`config.mk`:
```
export PLATFORM = sky130hd
export DESIGN_NAME = markov_note_engine_flat
export DESIGN_NICKNAME = d
export VERILOG_FILES = /design/src/rtl/markov_pkg.sv /design/src/rtl/markov_note_engine_if.sv /design/src/rtl/markov_lfsr.sv /design/src/rtl/markov_note_engine.sv /design/src/flat_wrapper.sv
export SDC_FILE = /design/constraint.sdc
export NUM_CORES = 2
export LEC_CHECK = 0
export BUFFER_PORTS_ARGS = -buffer_cell sky130_fd_sc_hd__buf_2
export CORE_UTILIZATION = 57
export DETAILED_ROUTE_END_ITERATION = 16
export MAX_ROUTING_LAYER = met4
export PLACE_DENSITY_LB_ADDON = 0.12
export SLEW_MARGIN = 20
export SYNTH_ARGS = -nofsm -noshare
export SYNTH_HDL_FRONTEND = slang
export SYNTH_SLANG_ARGS = --single-unit
```
`constraint.sdc`:
```
create_clock -name clk -period 15.82 [get_ports clk]
set_input_delay 1.582 -clock clk [delete_from_list [all_inputs] [get_ports clk]]
set_output_delay 1.582 -clock clk [all_outputs]
set_load 0.01 [all_outputs]
```
`src/rtl/markov_pkg.sv`:
```
// Shared defaults, FSM state encoding and LFSR feedback taps for the Markov note engine.
package markov_pkg;

  localparam int unsigned NOTE_W_DEF = 4;
  localparam int unsigned CNT_W_DEF  = 8;
  localparam int unsigned LFSR_MIN_W = 16;

  typedef enum logic [2:0] {
    ST_CLEAR = 3'd0,
    ST_IDLE  = 3'd1,
    ST_DRAW  = 3'd2,
    ST_SCAN  = 3'd3,
    ST_EMIT  = 3'd4
  } state_t;

  // Right-shifting Galois feedback masks (maximal length) for 16..24-bit registers.
  function automatic logic [31:0] lfsr_taps(input int unsigned w);
    case (w)
      16:      lfsr_taps = 32'h0000_B400;
      17:      lfsr_taps = 32'h0001_2000;
      18:      lfsr_taps = 32'h0002_0400;
      19:      lfsr_taps = 32'h0007_2000;
      20:      lfsr_taps = 32'h0009_0000;
      21:      lfsr_taps = 32'h0014_0000;
      22:      lfsr_taps = 32'h0030_0000;
      23:      lfsr_taps = 32'h0042_0000;
      24:      lfsr_taps = 32'h00E1_0000;
      default: lfsr_taps = 32'h0000_B400;
    endcase
  endfunction

endpackage

```
`src/rtl/markov_note_engine_if.sv`:
```
// Learn-input and generate-output handshakes of the Markov note engine.
interface markov_note_engine_if
  import markov_pkg::*;
#(
  parameter int unsigned NOTE_W = NOTE_W_DEF
);
  logic              in_valid;
  logic              in_ready;
  logic [NOTE_W-1:0] in_note;
  logic              out_valid;
  logic              out_ready;
  logic [NOTE_W-1:0] out_note;
  logic              out_dead_end;

  modport master (
    output in_valid, in_note, out_ready,
    input  in_ready, out_valid, out_note, out_dead_end
  );

  modport slave (
    input  in_valid, in_note, out_ready,
    output in_ready, out_valid, out_note, out_dead_end
  );
endinterface

```
`src/rtl/markov_lfsr.sv`:
```
// Galois LFSR used as the random source for weighted note draws.
module markov_lfsr
  import markov_pkg::*;
#(
  parameter int unsigned W = LFSR_MIN_W
)
(
  input  logic         clk,
  input  logic         rst_n,
  input  logic         advance,
  input  logic [W-1:0] seed,
  output logic [W-1:0] value
);
  localparam logic [W-1:0] TAPS = W'(lfsr_taps(W));

  logic [W-1:0] r_value;

  // Reload the seed on reset, otherwise step once per advance request.
  always_ff @(posedge clk) begin
    if (!rst_n) begin
      r_value <= seed;
    end else if (advance) begin
      r_value <= (r_value >> 1) ^ (r_value[0] ? TAPS : '0);
    end
  end

  assign value = r_value;
endmodule

```
`src/rtl/markov_note_engine.sv`:
```
// First-order Markov note engine: learns note transitions, then emits weighted random successors.
module markov_note_engine
  import markov_pkg::*;
#(
  parameter int unsigned NOTE_W = NOTE_W_DEF,
  parameter int unsigned CNT_W  = CNT_W_DEF,
  parameter logic [15:0] SEED   = 16'hACE1
)
(
  input  logic                 clk,
  input  logic                 rst_n,
  input  logic                 mode,
  input  logic                 clear,
  markov_note_engine_if.slave  bus,
  output logic                 busy
);
  localparam int unsigned NUM_NOTES = 1 << NOTE_W;
  localparam int unsigned TOT_W     = CNT_W + NOTE_W;
  localparam int unsigned LFSR_W    = (TOT_W > LFSR_MIN_W) ? TOT_W : LFSR_MIN_W;
  localparam logic [CNT_W-1:0] CNT_MAX = '1;

  state_t            r_state;
  logic [CNT_W-1:0]  r_count [NUM_NOTES][NUM_NOTES];
  logic [TOT_W-1:0]  r_total [NUM_NOTES];
  logic [NOTE_W-1:0] r_prev;
  logic              r_has_prev;
  logic [NOTE_W-1:0] r_row;
  logic [NOTE_W-1:0] r_col;
  logic [TOT_W-1:0]  r_cum;
  logic [NOTE_W-1:0] r_out_note;
  logic              r_out_dead_end;
  logic              r_out_valid;
  logic              r_busy;

  logic [LFSR_W-1:0] w_lfsr;
  logic [TOT_W-1:0]  w_r;
  logic [TOT_W-1:0]  w_row_total;
  logic [TOT_W-1:0]  w_cum_next;
  logic [CNT_W-1:0]  w_learn_cnt;
  logic              w_in_ready;
  logic              w_accept;
  logic              w_draw_reject;
  logic              w_lfsr_adv;

  assign w_r           = w_lfsr[TOT_W-1:0];
  assign w_row_total   = r_total[r_prev];
  assign w_cum_next    = r_cum + TOT_W'(r_count[r_prev][r_col]);
  assign w_learn_cnt   = r_count[r_prev][bus.in_note];
  assign w_in_ready    = rst_n & (r_state == ST_IDLE) & ~mode & ~clear;
  assign w_accept      = w_in_ready & bus.in_valid;
  assign w_draw_reject = (r_state == ST_DRAW) && (w_row_total != '0) && (w_r >= w_row_total);
  assign w_lfsr_adv    = w_draw_reject || ((r_state == ST_EMIT) && bus.out_ready);

  markov_lfsr #(.W(LFSR_W)) u_lfsr (
    .clk     (clk),
    .rst_n   (rst_n),
    .advance (w_lfsr_adv),
    .seed    (LFSR_W'(SEED)),
    .value   (w_lfsr)
  );

  // Only the low TOT_W bits feed the draw; the rest only serve the LFSR period.
  generate
    if (LFSR_W > TOT_W) begin : g_lfsr_hi
      logic w_lfsr_unused;
      assign w_lfsr_unused = ^w_lfsr[LFSR_W-1:TOT_W];
    end
  endgenerate

  // Transition table: row-by-row wipe while clearing, saturating increment on learn.
  always_ff @(posedge clk) begin
    if (rst_n) begin
      if (r_state == ST_CLEAR) begin
        for (int unsigned n = 0; n < NUM_NOTES; n++) begin
          r_count[r_row][NOTE_W'(n)] <= '0;
        end
        r_total[r_row] <= '0;
      end else if (w_accept && r_has_prev && (w_learn_cnt != CNT_MAX)) begin
        r_count[r_prev][bus.in_note] <= w_learn_cnt + CNT_W'(1);
        r_total[r_prev]              <= w_row_total + TOT_W'(1);
      end
    end
  end

  // Control FSM with registered handshake outputs.
  always_ff @(posedge clk) begin
    if (!rst_n) begin
      r_state        <= ST_CLEAR;
      r_row          <= '0;
      r_col          <= '0;
      r_cum          <= '0;
      r_prev         <= '0;
      r_has_prev     <= 1'b0;
      r_out_note     <= '0;
      r_out_dead_end <= 1'b0;
      r_out_valid    <= 1'b0;
      r_busy         <= 1'b1;
    end else begin
      case (r_state)
        ST_CLEAR: begin
          r_prev     <= '0;
          r_has_prev <= 1'b0;
          r_row      <= r_row + NOTE_W'(1);
          if (r_row == NOTE_W'(NUM_NOTES - 1)) begin
            r_state <= ST_IDLE;
            r_busy  <= 1'b0;
          end
        end
        ST_IDLE: begin
          if (clear) begin
            r_state <= ST_CLEAR;
            r_row   <= '0;
            r_busy  <= 1'b1;
          end else if (mode) begin
            r_state <= ST_DRAW;
            r_busy  <= 1'b1;
          end else if (w_accept) begin
            r_prev     <= bus.in_note;
            r_has_prev <= 1'b1;
          end
        end
        ST_DRAW: begin
          // An empty row has no successor, so the current note repeats itself.
          if (w_row_total == '0) begin
            r_out_note     <= r_prev;
            r_out_dead_end <= 1'b1;
            r_out_valid    <= 1'b1;
            r_state        <= ST_EMIT;
          end else if (w_r < w_row_total) begin
            r_cum   <= '0;
            r_col   <= '0;
            r_state <= ST_SCAN;
          end
        end
        ST_SCAN: begin
          if (w_cum_next > w_r) begin
            r_out_note     <= r_col;
            r_out_dead_end <= 1'b0;
            r_out_valid    <= 1'b1;
            r_state        <= ST_EMIT;
          end else begin
            r_cum <= w_cum_next;
            r_col <= r_col + NOTE_W'(1);
          end
        end
        ST_EMIT: begin
          if (bus.out_ready) begin
            r_prev      <= r_out_note;
            r_out_valid <= 1'b0;
            r_state     <= mode ? ST_DRAW : ST_IDLE;
            r_busy      <= mode;
          end
        end
        default: begin
          r_state     <= ST_CLEAR;
          r_row       <= '0;
          r_out_valid <= 1'b0;
          r_busy      <= 1'b1;
        end
      endcase
    end
  end

  assign bus.in_ready     = w_in_ready;
  assign bus.out_valid    = r_out_valid;
  assign bus.out_note     = r_out_note;
  assign bus.out_dead_end = r_out_dead_end;
  assign busy             = r_busy;
endmodule

```
`src/flat_wrapper.sv`:
```
// flat-port wrapper written by rule: the top's interface ports become plain ports
module markov_note_engine_flat import markov_pkg::*;
#(
  parameter int unsigned NOTE_W = NOTE_W_DEF,
  parameter int unsigned CNT_W  = CNT_W_DEF,
  parameter logic [15:0] SEED   = 16'hACE1
)
  (clk, rst_n, mode, clear, busy, bus_in_valid, bus_in_note, bus_out_ready, bus_in_ready, bus_out_valid, bus_out_note, bus_out_dead_end);
  markov_note_engine_if #(.NOTE_W(NOTE_W)) bus_i ();
  input  logic clk;
  input  logic rst_n;
  input  logic mode;
  input  logic clear;
  output logic busy;
  input wire logic [$bits(bus_i.in_valid)-1:0] bus_in_valid;
  input wire logic [$bits(bus_i.in_note)-1:0] bus_in_note;
  input wire logic [$bits(bus_i.out_ready)-1:0] bus_out_ready;
  output wire logic [$bits(bus_i.in_ready)-1:0] bus_in_ready;
  output wire logic [$bits(bus_i.out_valid)-1:0] bus_out_valid;
  output wire logic [$bits(bus_i.out_note)-1:0] bus_out_note;
  output wire logic [$bits(bus_i.out_dead_end)-1:0] bus_out_dead_end;
  assign bus_i.in_valid = bus_in_valid;
  assign bus_i.in_note = bus_in_note;
  assign bus_i.out_ready = bus_out_ready;
  assign bus_in_ready = bus_i.in_ready;
  assign bus_out_valid = bus_i.out_valid;
  assign bus_out_note = bus_i.out_note;
  assign bus_out_dead_end = bus_i.out_dead_end;
  markov_note_engine #(.NOTE_W(NOTE_W), .CNT_W(CNT_W), .SEED(SEED)) u_core (.clk(clk), .rst_n(rst_n), .mode(mode), .clear(clear), .bus(bus_i), .busy(busy));
endmodule
```
Yosys cells after proc, flatten, opt, wreduce, memory -nomap -nowiden. Memory sizes are Yosys's and may differ from the RTL's. A register that Yosys moved wholly into a read port is not among the register bits. Index checks and enable logic that the tools add are counted.

RAM bits: 2240. Output and inout port bits: 8. Memories kept: 2. Bits in registers: 51. Logic and storage cells: 150.

Add/sub/neg operators: 5. Eq/ne operators: 19. Bitwise operators: 12. Order comparisons: 6. Reductions and logical operators: 26. Multiplexer cells: 69.

Memories: u_core.r_count (depth 16, width 128, read ports 1, clocked after memory_dff 1, wr ports 1, line markov_note_engine.sv:23) `logic [CNT_W-1:0] r_count [NUM_NOTES][NUM_NOTES];`; u_core.r_total (depth 16, width 12, read ports 1, clocked after memory_dff 1, wr ports 1, line markov_note_engine.sv:24) `logic [TOT_W-1:0] r_total [NUM_NOTES];`.

Operator list (number): $mux W128 (3); $reduce_or A128 Y1 (1); $bmux W8 S4 (2); $mux W4 (16); $mux W12 (4); $mux W8 (5); $demux W8 S4 (1); $pmux W12 S2 (1); $pmux W4 S3 (2); $mux W3 (7); $mux W1 (19); $ne A2 B2 Y1 const B (9); $mux W16 (1); $pmux W4 S2 (2); $reduce_and A4 Y1 (4); $xor A15 B16 Y16 (1); $pmux W3 S5 (1); $add A12 B1 Y12 const B (1); $add A12 B8 Y12 (1); $ge A12 B12 Y1 (1); $gt A12 B12 Y1 (1); $logic_not A12 Y1 (1); $lt A12 B12 Y1 (1); $reduce_bool A12 Y1 (1); 28 further kinds (51).

Logic depth before layout (Yosys ltp).
Depth after elaboration: 13. Mapped depth: 38. Gate-level depth less buffers: 27.

Hierarchy. From an unflattened synthesis, not the netlist that was laid out.

Cell total of the unflattened synthesis: 4928. Area total of the unflattened synthesis: 94956.1 µm².

Modules (own cells, without submodules): markov_note_engine (seq. area each 68045.3 µm², cells an instance 4887, times used 1, area each 94199.1 µm²); markov_lfsr (seq. area each 480.5 µm², cells an instance 41, times used 1, area each 757.0 µm²).

Worst setup path before layout. Ideal clock, no wire load.

Kind: input port to flip-flop. Start: input bus_in_note[0]. End: memory u_core.r_count[0][101] in the netlist's numbering (data pin). Stages: 15. Data arrival time: 14.480 ns. Setup slack: -0.876 ns. Path through: clkbuf_1 -> clkbuf_1 -> nor4bb_1 -> clkbuf_1 -> nand2_1 -> o22ai_1 -> a2111oi_0 -> and4_1 -> o2111ai_1 -> ha_1 -> o211a_1 -> nand4_2 -> nand2_1 -> clkbuf_1 -> nor3b_1.

Longest elaborated chain between the ends: 12. Elaborated cells between the ends (all ways): 18. Those cells by class: add/sub (1); order compare (2); eq/ne (1); mux (10); bitwise (1); reduce/logical (3).

Ends and longest elaborated chain: from (decl) (line flat_wrapper.sv:16) `input wire logic [$bits(bus_i.in_note)-1:0] bus_in_note;`; $not A4 Y5 (not written as such) * (line markov_note_engine.sv:48, markov_note_engine.sv:79); $bmux W8 S4 (line markov_note_engine.sv:48) `assign w_learn_cnt = r_count[r_prev][bus.in_note];`; $mux W8 (not written as such) (2 in a row) (line markov_note_engine.sv:48); $ne A8 B8 Y1 (line markov_note_engine.sv:78) `end else if (w_accept && r_has_prev && (w_learn_cnt != CNT_MAX)) begin`; $logic_and A1 B1 Y1 (line markov_note_engine.sv:78); $mux W1 (line markov_note_engine.sv:78); $mux W1 (line markov_note_engine.sv:73) `if (r_state == ST_CLEAR) begin`; $mux W1 (line markov_note_engine.sv:72) `if (rst_n) begin`; $mux W128 (not written as such) (line markov_note_engine.sv:79) `r_count[r_prev][bus.in_note] <= w_learn_cnt + CNT_W'(1);`; $reduce_or A128 Y1 (no source line); $mux W128 (no source line) *; to (decl) (line markov_note_engine.sv:23).

Every way passes the cells marked *; elsewhere a longest branch is shown, timed or not. The select of a mux whose other input is x is not followed.

==> impl_metrics.json <==
{
  "status": "completed",
  "ys.warnings.count": 0,
  "async_reset_ff_share_pct": 0,
  "setup_slack_ps": 6560,
  "drc_errors": 0,
  "report.final.slew_viol_count": 0,
  "dp_hpwl_mm": 172,
  "slew_headroom_pct": 17.6,
  "gp_congestion": 1.01,
  "grt_pass1_vias": 49000,
  "initial_core_util_pct": 57.6,
  "fp.dieW_um": 408,
  "place_inst": 6925,
  "worst_pin_slew_ps": 1240,
  "critPathMaxFanout": 102,
  "via_per_inst": 6.91,
  "max-vdd-ir-drop_v": 0.000125,
  "post-cts-setup-buffers": 0,
  "post_drt_wl_per_cell_um": 37.5,
  "whs_ps": 480,
  "cts_tree": "built",
  "tns_ps": 0,
  "insertion_delay_ps": 880,
  "fin_skew_ps": 35.3,
  "initialDrtViolationCount": 7434,
  "final_layout_size_suffix_gt1_share_pct": 23.2,
  "synth_top_flop_cell": "edfxtp_1",
  "ys_ff_latch": 2295,
  "cts_resized": 0,
  "nets": 5022,
  "regArea_um2": 68400,
  "die_h_um": 408,
  "period_share_pct": 58.6,
  "hp-class": "flop to flop",
  "p_per_area_nw_per_um2": 141,
  "grt.overflow.total": 0,
  "numCtsBuffers": 219,
  "drt.antenna.violating_nets": 0,
  "synth_edf_count": 2240,
  "fin_crit_ps": 9260,
  "cts-root-buf": "clkbuf_16",
  "setup_violations": 0,
  "cp_data_required_time_ps": 16600,
  "synth_nets": 4934,
  "timing_worst_setup_path_type": "flop to flop",
  "grt_max_degree": 257,
  "cts.path.max_buffers": 3,
  "cp.arrival_ps": 10050,
  "ys_types": 87,
  "core_area_um2": 163000,
  "hold_violations": 0,
  "place_ws_ps": 6700,
  "cp-end-kind": "flop",
  "grt_usage_pct": 34.3,
  "cts-hold-fix-buffers": 0,
  "vias": 50700,
  "clock-sinks": 2295,
  "pin_count": 18,
  "grt_pass1_wl_mm": 385,
  "synth_area_per_cell_um2": 19.2,
  "port_buffers": 17,
  "fillCellCount": 11300,
  "row_count": 148,
  "synth_cells": 4886,
  "fmax_mhz": 108,
  "ys_seq_area_share_pct": 72.8,
  "h-tree-depth": 4,
  "wl_mm": 275,
  "crit_path_start_kind": "flop",
  "multi_input_area_um2": 24100,
  "fin_cells": 7336,
  "dr.pass1.iters": 6,
  "syn2layout_area_growth_pct": 10.5,
  "die-area_um2": 166000,
  "p_leak_uw": 0.0336,
  "rsz0062_at_grt": "no",
  "drv_cap": 0,
  "mappedNetlistArea_um2": 93900,
  "clk_pin_slew_ps": 60,
  "utilization_pct": 63.6,
  "antenna_found_initial": 10
}
-- state kept, by name, indices dropped and copies added (netlist names), named ones only --
register	count
u_core.bus.out_dead_end	1
u_core.bus.out_note	4
u_core.bus.out_valid	1
u_core.busy	1
u_core.r_col	4
u_core.r_count	2048
u_core.r_cum	12
u_core.r_has_prev	1
u_core.r_prev	4
u_core.r_row	4
u_core.r_state	3
u_core.r_total	192
u_core.u_lfsr.value	16
-- Yosys cell counts (6+ instances only) --
library cell	n	share of area, %
nand4_1	26	0.17
nor2b_1	30	0.20
buf_6	33	0.40
nor2_1	273	1.1
o21a_1	6	0.048
buf_2	108	0.58
nor4_1	9	0.060
buf_4	53	0.42
dfxtp_1	55	1.2
o211ai_1	23	0.18
nand3_1	56	0.30
mux2i_1	255	2.7
buf_1	22	0.088
nand2b_1	21	0.14
a211oi_1	22	0.18
edfxtp_1	2240	72
nor3_1	93	0.50
and2_1	9	0.060
and3_1	20	0.13
o21ai_0	65	0.35
a22o_1	18	0.17
a21oi_1	96	0.51
or3_1	15	0.10
ha_1	37	0.49
o22ai_1	23	0.15
inv_1	51	0.20
mux4_2	576	14
clkbuf_1	95	0.38
nand2_1	241	0.96
mux2_2	17	0.20
xnor2_1	22	0.21
a31oi_1	26	0.17
a22oi_1	85	0.68
o32ai_1	10	0.093
a311oi_1	6	0.056
a21o_1	15	0.12
a221o_1	6	0.064
nor3_2	14	0.15
a221oi_1	13	0.12
-- path summary, 6_finish.rpt --
check / startpoint / to / slack (ps) / cells past startpoint
hold reg to reg: u_core.r_col[3] / u_core.bus.out_note[3] / 480 / 2
setup reg to reg: flop / u_core.r_col[3] / 6560 / 26
hold / removal: u_core.r_col[3] / u_core.bus.out_note[3] / 480 / 2
setup / recovery: flop / u_core.r_col[3] / 6560 / 26
-- stage by stage --
stage / power, uW / cell area (um2)
after detailed placement: 9610 / 96800
after floorplan: 8560 / 93900
after global routing: 15000 / 104000
after global placement: 9600 / 96800
final: 14600 / 104000
after CTS: 14600 / 104000
-- logic make-up after synthesis --
group,after synthesis,synth area share [%]
buffers and inverters,367,2.12
xor gates and xnor gates,26,0.242
DFF,2295,72.8
adders and majority gates,38,0.514
and+or+nand+nor,841,4.17
muxes,848,16.7
AOI/OAI and AO/OA,471,3.44
-- metal layers --
metal	vias up	part of all wire [%]	GRT usage (%)
met5	-	0	-
met4	0	4.0	12.3
met3	505	10	7.80
met2	2940	46	49.5
met1	27000	40	48.7
li1	20300	-	-
-- power breakdown --
| group | internal, uW | switching (uW) |
|---|---|---|
| combinational | 818 | 1660 |
| sequential | 6940 | 124 |
| clock | 2830 | 2230 |
| total | 10600 | 4010 |
-- layout make-up --
cell class,instances,area share (%)
Timing Repair Buffer,181,1.48
Sequential cell,2295,65.9
Antenna cell,10,0.0241
Inverter,53,0.205
Clock buffer,280,5.61
Multi-Input combinational cell,2224,23.2
Tap cell,2175,2.62
Clock inverter,118,1.00
-- cells in the final DEF (no fill, tap or decap), types with 24 or more instances in the layout --
cell type,count
dfxtp_1,51
o21ai_0,63
nor3_2,38
nor2b_1,25
a21oi_1,73
mux2i_1,255
a22oi_1,85
nand3_1,56
nand4_1,26
mux4_2,576
inv_1,48
ha_1,37
clkbuf_16,222
a31oi_1,24
nand2_1,241
buf_4,147
clkinv_1,49
edfxtp_1,2240
nor2_1,260
clkinv_2,38
nor3_1,66
clkbuf_1,53
-- worst max-delay path, stage by stage, from the launching register on --
cell      delay (ps)
dfxtp_4          810
buf_12           540
buf_12           620
inv_4            230
buf_4            390
mux2i_1          200
o22ai_1          860
nand2_1          120
o311a_1          160
a21oi_1          510
mux4_2           470
ha_1             290
a21oi_1          230
nor2b_1           80
o21ai_0          340
nor2b_1          210
xnor2_1          160
ha_1             290
a21o_1           170
a21o_1           170
a21o_1           170
a21o_1           170
a211oi_1         490
o21ai_1          290
buf_4            280
or3_1            350
a31oi_1          170
No activity file was read; power rests on OpenSTA's default activity.
